### config.mk
export PLATFORM = sky130hd
export DESIGN_NAME = sdram_cmd_arbiter
export DESIGN_NICKNAME = d
export VERILOG_FILES = /design/src/rtl/sdram_cmd_arbiter.sv
export SDC_FILE = /design/constraint.sdc
export NUM_CORES = 1
export LEC_CHECK = 0
export BUFFER_PORTS_ARGS = -buffer_cell sky130_fd_sc_hd__buf_2
export CORE_UTILIZATION = 39
export DETAILED_ROUTE_END_ITERATION = 7
export MAX_ROUTING_LAYER = met4
export PLACE_DENSITY_LB_ADDON = 0.3
export SKIP_CTS_REPAIR_TIMING = 1
export SLEW_MARGIN = 40
export SYNTH_ARGS = -nofsm -noshare
export SYNTH_HDL_FRONTEND = slang
export SYNTH_SLANG_ARGS = --single-unit
### constraint.sdc
create_clock -name s_clk -period 1.36 [get_ports s_clk]
set_input_delay 0.272 -clock s_clk [delete_from_list [all_inputs] [get_ports s_clk]]
set_output_delay 0.272 -clock s_clk [all_outputs]
set_load 0.02 [all_outputs]
### src/rtl/sdram_cmd_arbiter.sv
// Shared SDRAM command-bus arbiter: owns the refresh timer, grants the bus to
// init / refresh / write / read and muxes the owner's command onto the pins.
module sdram_cmd_arbiter #(
    parameter int          REF_CYCLES = 750,
    parameter int          ADDR_W     = 12,
    parameter logic [3:0]  CMD_NOP    = 4'b0111
) (
    input  logic              s_clk,
    input  logic              s_rst_n,
    input  logic              init_done,
    input  logic [3:0]        init_cmd,
    input  logic [ADDR_W-1:0] init_addr,
    input  logic [3:0]        aref_cmd,
    input  logic [ADDR_W-1:0] aref_addr,
    input  logic              aref_end,
    input  logic              wr_req,
    input  logic [3:0]        wr_cmd,
    input  logic [ADDR_W-1:0] wr_addr,
    input  logic [1:0]        wr_bank,
    input  logic              wr_end,
    input  logic              rd_req,
    input  logic [3:0]        rd_cmd,
    input  logic [ADDR_W-1:0] rd_addr,
    input  logic [1:0]        rd_bank,
    input  logic              rd_end,
    output logic              aref_req,
    output logic              aref_en,
    output logic              wr_en,
    output logic              rd_en,
    output logic [3:0]        sdram_cmd,
    output logic [ADDR_W-1:0] sdram_addr,
    output logic [1:0]        sdram_bank,
    output logic              ref_overrun
);

    localparam int CNT_W = (REF_CYCLES > 1) ? $clog2(REF_CYCLES) : 1;

    typedef enum logic [2:0] {
        ST_INIT  = 3'd0,
        ST_ARBIT = 3'd1,
        ST_AREF  = 3'd2,
        ST_WRITE = 3'd3,
        ST_READ  = 3'd4
    } state_t;

    state_t             state_q;
    state_t             rr_last_q;
    logic               aref_en_q;
    logic               wr_en_q;
    logic               rd_en_q;
    logic               init_done_q;
    logic [CNT_W-1:0]   ref_cnt_q;
    logic [CNT_W-1:0]   ref_cnt_d;
    logic               aref_req_q;
    logic               aref_req_d;
    logic               ref_overrun_q;
    logic               ref_overrun_d;
    logic               ref_tc_s;

    // Remember that initialisation has completed; a later drop of init_done is ignored.
    always_ff @(posedge s_clk or negedge s_rst_n) begin
        if (!s_rst_n) begin
            init_done_q <= 1'b0;
        end else begin
            init_done_q <= init_done_q | init_done;
        end
    end

    assign ref_tc_s = init_done_q && (ref_cnt_q == CNT_W'(REF_CYCLES - 1));

    // Free-running refresh interval timer plus pending/overrun flags.
    always_comb begin
        ref_cnt_d     = ref_cnt_q;
        aref_req_d    = aref_req_q;
        ref_overrun_d = ref_overrun_q | (ref_tc_s & aref_req_q);
        if (!init_done_q) begin
            ref_cnt_d = '0;
        end else if (ref_tc_s) begin
            ref_cnt_d = '0;
        end else begin
            ref_cnt_d = ref_cnt_q + CNT_W'(1);
        end
        // A new interval expiring outranks a completion in the same cycle.
        if (ref_tc_s) begin
            aref_req_d = 1'b1;
        end else if ((state_q == ST_AREF) && aref_end) begin
            aref_req_d = 1'b0;
        end else begin
            aref_req_d = aref_req_q;
        end
    end

    // Refresh timer and flag registers.
    always_ff @(posedge s_clk or negedge s_rst_n) begin
        if (!s_rst_n) begin
            ref_cnt_q     <= '0;
            aref_req_q    <= 1'b0;
            ref_overrun_q <= 1'b0;
        end else begin
            ref_cnt_q     <= ref_cnt_d;
            aref_req_q    <= aref_req_d;
            ref_overrun_q <= ref_overrun_d;
        end
    end

    // Bus ownership FSM with registered grants and round-robin memory.
    always_ff @(posedge s_clk or negedge s_rst_n) begin
        if (!s_rst_n) begin
            state_q   <= ST_INIT;
            rr_last_q <= ST_READ;
            aref_en_q <= 1'b0;
            wr_en_q   <= 1'b0;
            rd_en_q   <= 1'b0;
        end else begin
            case (state_q)
                ST_INIT: begin
                    if (init_done) begin
                        state_q <= ST_ARBIT;
                    end
                end
                ST_ARBIT: begin
                    if (aref_req_q) begin
                        state_q   <= ST_AREF;
                        aref_en_q <= 1'b1;
                    end else if (wr_req && (!rd_req || (rr_last_q == ST_READ))) begin
                        state_q   <= ST_WRITE;
                        rr_last_q <= ST_WRITE;
                        wr_en_q   <= 1'b1;
                    end else if (rd_req) begin
                        state_q   <= ST_READ;
                        rr_last_q <= ST_READ;
                        rd_en_q   <= 1'b1;
                    end
                end
                ST_AREF: begin
                    if (aref_end) begin
                        state_q   <= ST_ARBIT;
                        aref_en_q <= 1'b0;
                    end
                end
                ST_WRITE: begin
                    if (wr_end) begin
                        state_q <= ST_ARBIT;
                        wr_en_q <= 1'b0;
                    end
                end
                ST_READ: begin
                    if (rd_end) begin
                        state_q <= ST_ARBIT;
                        rd_en_q <= 1'b0;
                    end
                end
                default: begin
                    state_q   <= ST_INIT;
                    aref_en_q <= 1'b0;
                    wr_en_q   <= 1'b0;
                    rd_en_q   <= 1'b0;
                end
            endcase
        end
    end

    // Pin mux: the current owner drives the bus with no added latency.
    always_comb begin
        sdram_cmd  = CMD_NOP;
        sdram_addr = '0;
        sdram_bank = 2'b00;
        case (state_q)
            ST_INIT: begin
                sdram_cmd  = init_cmd;
                sdram_addr = init_addr;
            end
            ST_ARBIT: begin
                sdram_cmd  = CMD_NOP;
            end
            ST_AREF: begin
                sdram_cmd  = aref_cmd;
                sdram_addr = aref_addr;
            end
            ST_WRITE: begin
                sdram_cmd  = wr_cmd;
                sdram_addr = wr_addr;
                sdram_bank = wr_bank;
            end
            ST_READ: begin
                sdram_cmd  = rd_cmd;
                sdram_addr = rd_addr;
                sdram_bank = rd_bank;
            end
            default: begin
                sdram_cmd  = CMD_NOP;
            end
        endcase
    end

    assign aref_req    = aref_req_q;
    assign aref_en     = aref_en_q;
    assign wr_en       = wr_en_q;
    assign rd_en       = rd_en_q;
    assign ref_overrun = ref_overrun_q;

endmodule

==> Yosys cells after proc, flatten, opt, wreduce, memory -nomap -nowiden <==
Cells that the tools add are included.
W data, S select, Z words.
{ "op_classes": {"n_addsub": 1, "n_eq_ne": 16, "n_mux": 27, "bitwise": 7, "n_reduce_logical": 16} }
{ "ops": {"columns": ["cell", "count"], "rows": [
  ["$pmux W12 S4", 1],
  ["$mux W3", 7],
  ["$mux W10", 2],
  ["$ne A2 B2 Y1 const B", 9],
  ["$pmux W4 S4", 1],
  ["$pmux W3 S5", 1],
  ["$mux W1", 11],
  ["$add A10 B1 Y10 const B", 1],
  ["$eq A10 B10 Y1 const B", 1],
  ["$reduce_and A5 Y1", 2],
  ["$pmux W1 S3", 3],
  ["$reduce_or A3 Y1", 3],
  ["$eq A3 B2 Y1 const B", 2],
  ["$eq A3 B3 Y1 const B", 2],
  ["$reduce_and A3 Y1", 2],
  ["$ne A4 B4 Y1 const B", 1],
  ["$not A1 Y1", 4],
  ["$pmux W2 S2", 1],
  ["$reduce_and A4 Y1", 1],
  ["$reduce_bool A2 Y1", 2],
  ["$eq A3 B1 Y1 const B", 1],
  ["$logic_and A1 B1 Y1", 3],
  ["$logic_not A3 Y1", 1],
  ["$or A1 B1 Y1", 2],
  ["other kinds (3)", 3]
]} }
{ "totals": {"register_bits": 22, "in_bits": 76, "output_inout_bits": 23} }

==> Depth between registers and ports, before layout <==
{ "depth": {"word_depth": 6, "ltp_mapped": 7, "depth_no_buf": 6} }

==> Least setup slack after synthesis <==
Ideal clock, no wire load.
{ "synth_timing": {"path_kind": "register to output", "startpoint": "register state_q[1]", "endpoint": "output sdram_addr[10]", "arrival_ns": 1.497, "t_required_ns": 1.088, "slack_ns": -0.409, "stages_incl_launch_ff": 6, "n_path_buf": 2, "path_cell_list": "dfrtp_1 -> buf_6 -> and2_1 -> buf_4 -> a21oi_1 -> o21ai_0"} }
{ "synth_via": {"elab_chain_len": 2} }
{ "synth_rtl": {"columns": ["item", "line_no", "source"], "rows": [
  ["start, declared", "46", "state_t state_q;"],
  ["start signal, assigned", "109", "state_q <= ST_INIT;"],
  ["start signal, assigned", "118", "state_q <= ST_ARBIT;"],
  ["start signal, assigned", "123", "state_q <= ST_AREF;"],
  ["$eq A3 B3 Y1 (tied with other cells)", "168", "case (state_q)"],
  ["$pmux W12 S4 (*)", "168", null],
  ["end, declared", "31", "output logic [ADDR_W-1:0] sdram_addr,"]
]} }
Every way passes the cells marked *; elsewhere a longest branch is shown, timed or not.

==> Final worst setup path <==
{ "layout_timing": {"startpoint": "register state_q[1]", "endpoint": "output sdram_cmd[3]"} }
{ "layout_via": {"elab_chain_len": 2} }
{ "layout_rtl": {"columns": ["item", "line_no", "source"], "rows": [
  ["$eq A3 B3 Y1 (tied with other cells)", "168", null],
  ["$pmux W4 S4 (*)", "168", null],
  ["end, declared", "30", "output logic [3:0] sdram_cmd,"]
]} }
Marked as above.

==> impl_metrics.json <==
{
  "status": "finished with violations",
  "violations": "negative setup slack",
  "dr.first_iter.drc_count": 59,
  "yosysSeqAreaShare_pct": 32.6,
  "syn_avg_cell_area_sq_um": 8.07,
  "layout-drive-gt1-share_pct": 52.5,
  "fmax_mhz": 557,
  "n_antenna_cell": 0,
  "clk_latency_ns": 0.27,
  "syn_nets": 278,
  "synth_area_sq_um": 1610,
  "hpwl_um": 3690,
  "yosysMostFrequentCell": "nor2_1",
  "io_pins": 99,
  "clk_pin_slew_ns": 0.08,
  "synth_common_cells": "nor2_1, nand2_1, dfrtp_1, a21oi_1, o21ai_0",
  "cp.required_ns": 1.09,
  "place_congestion": 0.845,
  "min_path_cells": 2,
  "synth_cell_types": 39,
  "pre_cts_ws_ns": -0.174,
  "r2r_start": "state_q[1]",
  "seq_area_sq_um": 531,
  "grt_max_degree": 22,
  "layout.nets": 399,
  "synth-seq-cells": 21,
  "port_buffers": 98,
  "relSlewSlack_pct": 68.7,
  "hold_violations": 0,
  "synth-edff-count": 0,
  "synthArstFlopShare_pct": 100,
  "cts-root-buf": "clkbuf_8",
  "first_pass_iters": 4,
  "via_count": 1886,
  "p_leak_nw": 1.26,
  "hold_path.class": "primary input to flop",
  "powerDensity_nw_per_um2": 2150,
  "finalPower_mw": 5.57,
  "routed_wl_um": 4840,
  "wl_per_cell_um": 13.1,
  "drv_slew": 0,
  "cpPeakStageDelay_ns": 0.45,
  "vdd_ir_drop_max_mv": 1.13,
  "layout_worst_path_cycle_share_pct": 132,
  "synth_top_area_share_pct": 31.0,
  "synth_top_cell_by_area": "dfrtp_1",
  "hold-path-endpoint": "state_q[2]",
  "ys_warn_count": 0,
  "cp_num_buf_inv": 3,
  "initial_utilization_pct": 40.4,
  "slowest_stage": "dfrtp_2",
  "skew_ns": 0.00232,
  "path_cells": "buf_12, nor3_4, buf_12, nand2_1, o21ai_1, buf_4",
  "setup.worst_path.start_class": "flop",
  "fin_util_pct": 64.9,
  "worst_pin_slew_ns": 0.470,
  "r2r_slack_ns": -0.24,
  "die_x_um": 66.3,
  "antenna_found_initial": 0,
  "cts_sinks": 21,
  "netlist_top_cells_area": "dfrtp_1, mux2i_1, nor2_1",
  "crit_family": "buffers and inverters",
  "drc": 0,
  "via_per_inst": 5.10,
  "crit_fanout": 15,
  "multi_input_area_sq_um": 1070,
  "fin_ws_ns": -0.437,
  "synth-main-ff-cell": "dfrtp_1",
  "ff2ff_path_depth": 5,
  "crit_arrival_ns": 1.52,
  "grt_use_total_pct": 20.4,
  "grt_pass1_wl_um": 6730,
  "cts_buffers": 3,
  "cts_tree": "yes",
  "fin_crit_ns": 1.80,
  "worst_r2r_endpoint": "state_q[2]",
  "grt_pass1_vias": 1470,
  "rsz0062_at_grt": "yes",
  "cp_common_cell": "buf_12",
  "gr-total-overflow": 0,
  "crit_type": "flop to output port",
  "die_area_sq_um": 4400,
  "rows": 23,
  "die_y_um": 66.3,
  "drv_cap": 0,
  "syn_inst": 200,
  "fillers": 335,
  "hp-start": "rd_end",
  "coreArea_sq_um": 4000,
  "postRouteAntennaNets": 0,
  "finalSetupViolCount": 24,
  "area_growth_pct": 60.8,
  "clock_path_buffers": 2,
  "htree_levels": 1,
  "end_kind": "output port"
}
kinds of logic after synthesis:
kind of cell               count (synthesis)  share of synthesized area [%]
and+or+nand+nor                           81                           24.3
AOI/OAI and AO/OA                         51                           18.6
xor gates and xnor gates                   8                           4.34
adders and majority gates                  2                           1.55
DFF                                       21                           32.6
muxes                                     19                           11.9
buffers and inverters                     18                           6.67
cell usage in the layout (no fill, tap or decap), types with 2 or more instances in the layout:
cell,n
dfrtp_2,3
clkbuf_8,3
dfrtp_1,17
nand2b_1,3
buf_4,26
mux2i_1,18
a32o_2,2
buf_12,3
o21ai_2,12
o21ai_0,5
buf_2,82
nor2_1,27
a21oi_1,16
nand3_1,7
inv_1,6
a21oi_2,3
o21ai_1,3
nor3_1,4
o22a_2,2
buf_6,16
ha_1,2
xor2_1,2
xnor2_1,6
a31oi_1,3
nand2_1,24
nand4_1,2
per-layer routing:
metal  part of all wire [%]  vias to the layer above  routed length [um]  global-route usage (%)
met2                     49                       65                2380                    31.9
met3                    5.3                       11                 257                    3.28
met1                     43                      872                2110                    26.6
li1                       -                      938                   -                       -
met5                      0                        -                   0                       -
met4                    2.0                        0                  97                    7.45
cell type report:
| type | instances | share of cell area (%) |
|---|---|---|
| multi-input combinational | 161 | 41.4 |
| timing repair buffer | 128 | 33.0 |
| sequential | 21 | 20.4 |
| tap | 50 | 2.41 |
| clock buffer | 3 | 1.59 |
| inverter | 6 | 0.868 |
| clock inverter | 1 | 0.289 |
through the flow:
step / setup TNS [ns] / instances / hold WS (ns) / area, sq um
final: -8.45 / 370 / 0.204 / 2590
after global routing: -11.06 / 370 / 0.201 / 2590
after CTS: -8.86 / 367 / -0.0435 / 2440
after detailed placement: -3.20 / 363 / 0.254 / 2390
after global placement: -2.64 / 363 / 0.252 / 2390
after floorplan: -1.40 / 200 / -0.0236 / 1700
worst max path at each step:
stage	slack, ns	cells after the start	end	startpoint
global route	-0.50	6	sdram_cmd[3]	state_q[1]
floorplan	-0.12	6	sdram_addr[10]	state_q[1]
CTS	-0.48	6	sdram_addr[10]	state_q[1]
detailed placement	-0.17	6	sdram_addr[10]	state_q[1]
finish	-0.44	6	sdram_cmd[3]	state_q[1]
global placement	-0.15	6	sdram_addr[10]	state_q[1]
power breakdown:
part	switching (mW)	internal, mW
clock	0.229	0.208
sequential	0.235	0.877
combinational	2.06	1.97
total	2.52	3.05
state kept, by name, indices dropped and copies added (netlist names):
register     cells
aref_en          1
aref_req         1
init_done_q      1
rd_en            1
ref_cnt_q       10
ref_overrun      1
rr_last_q        2
state_q          3
wr_en            1
Note: power is estimated with default switching activity, not from simulation.
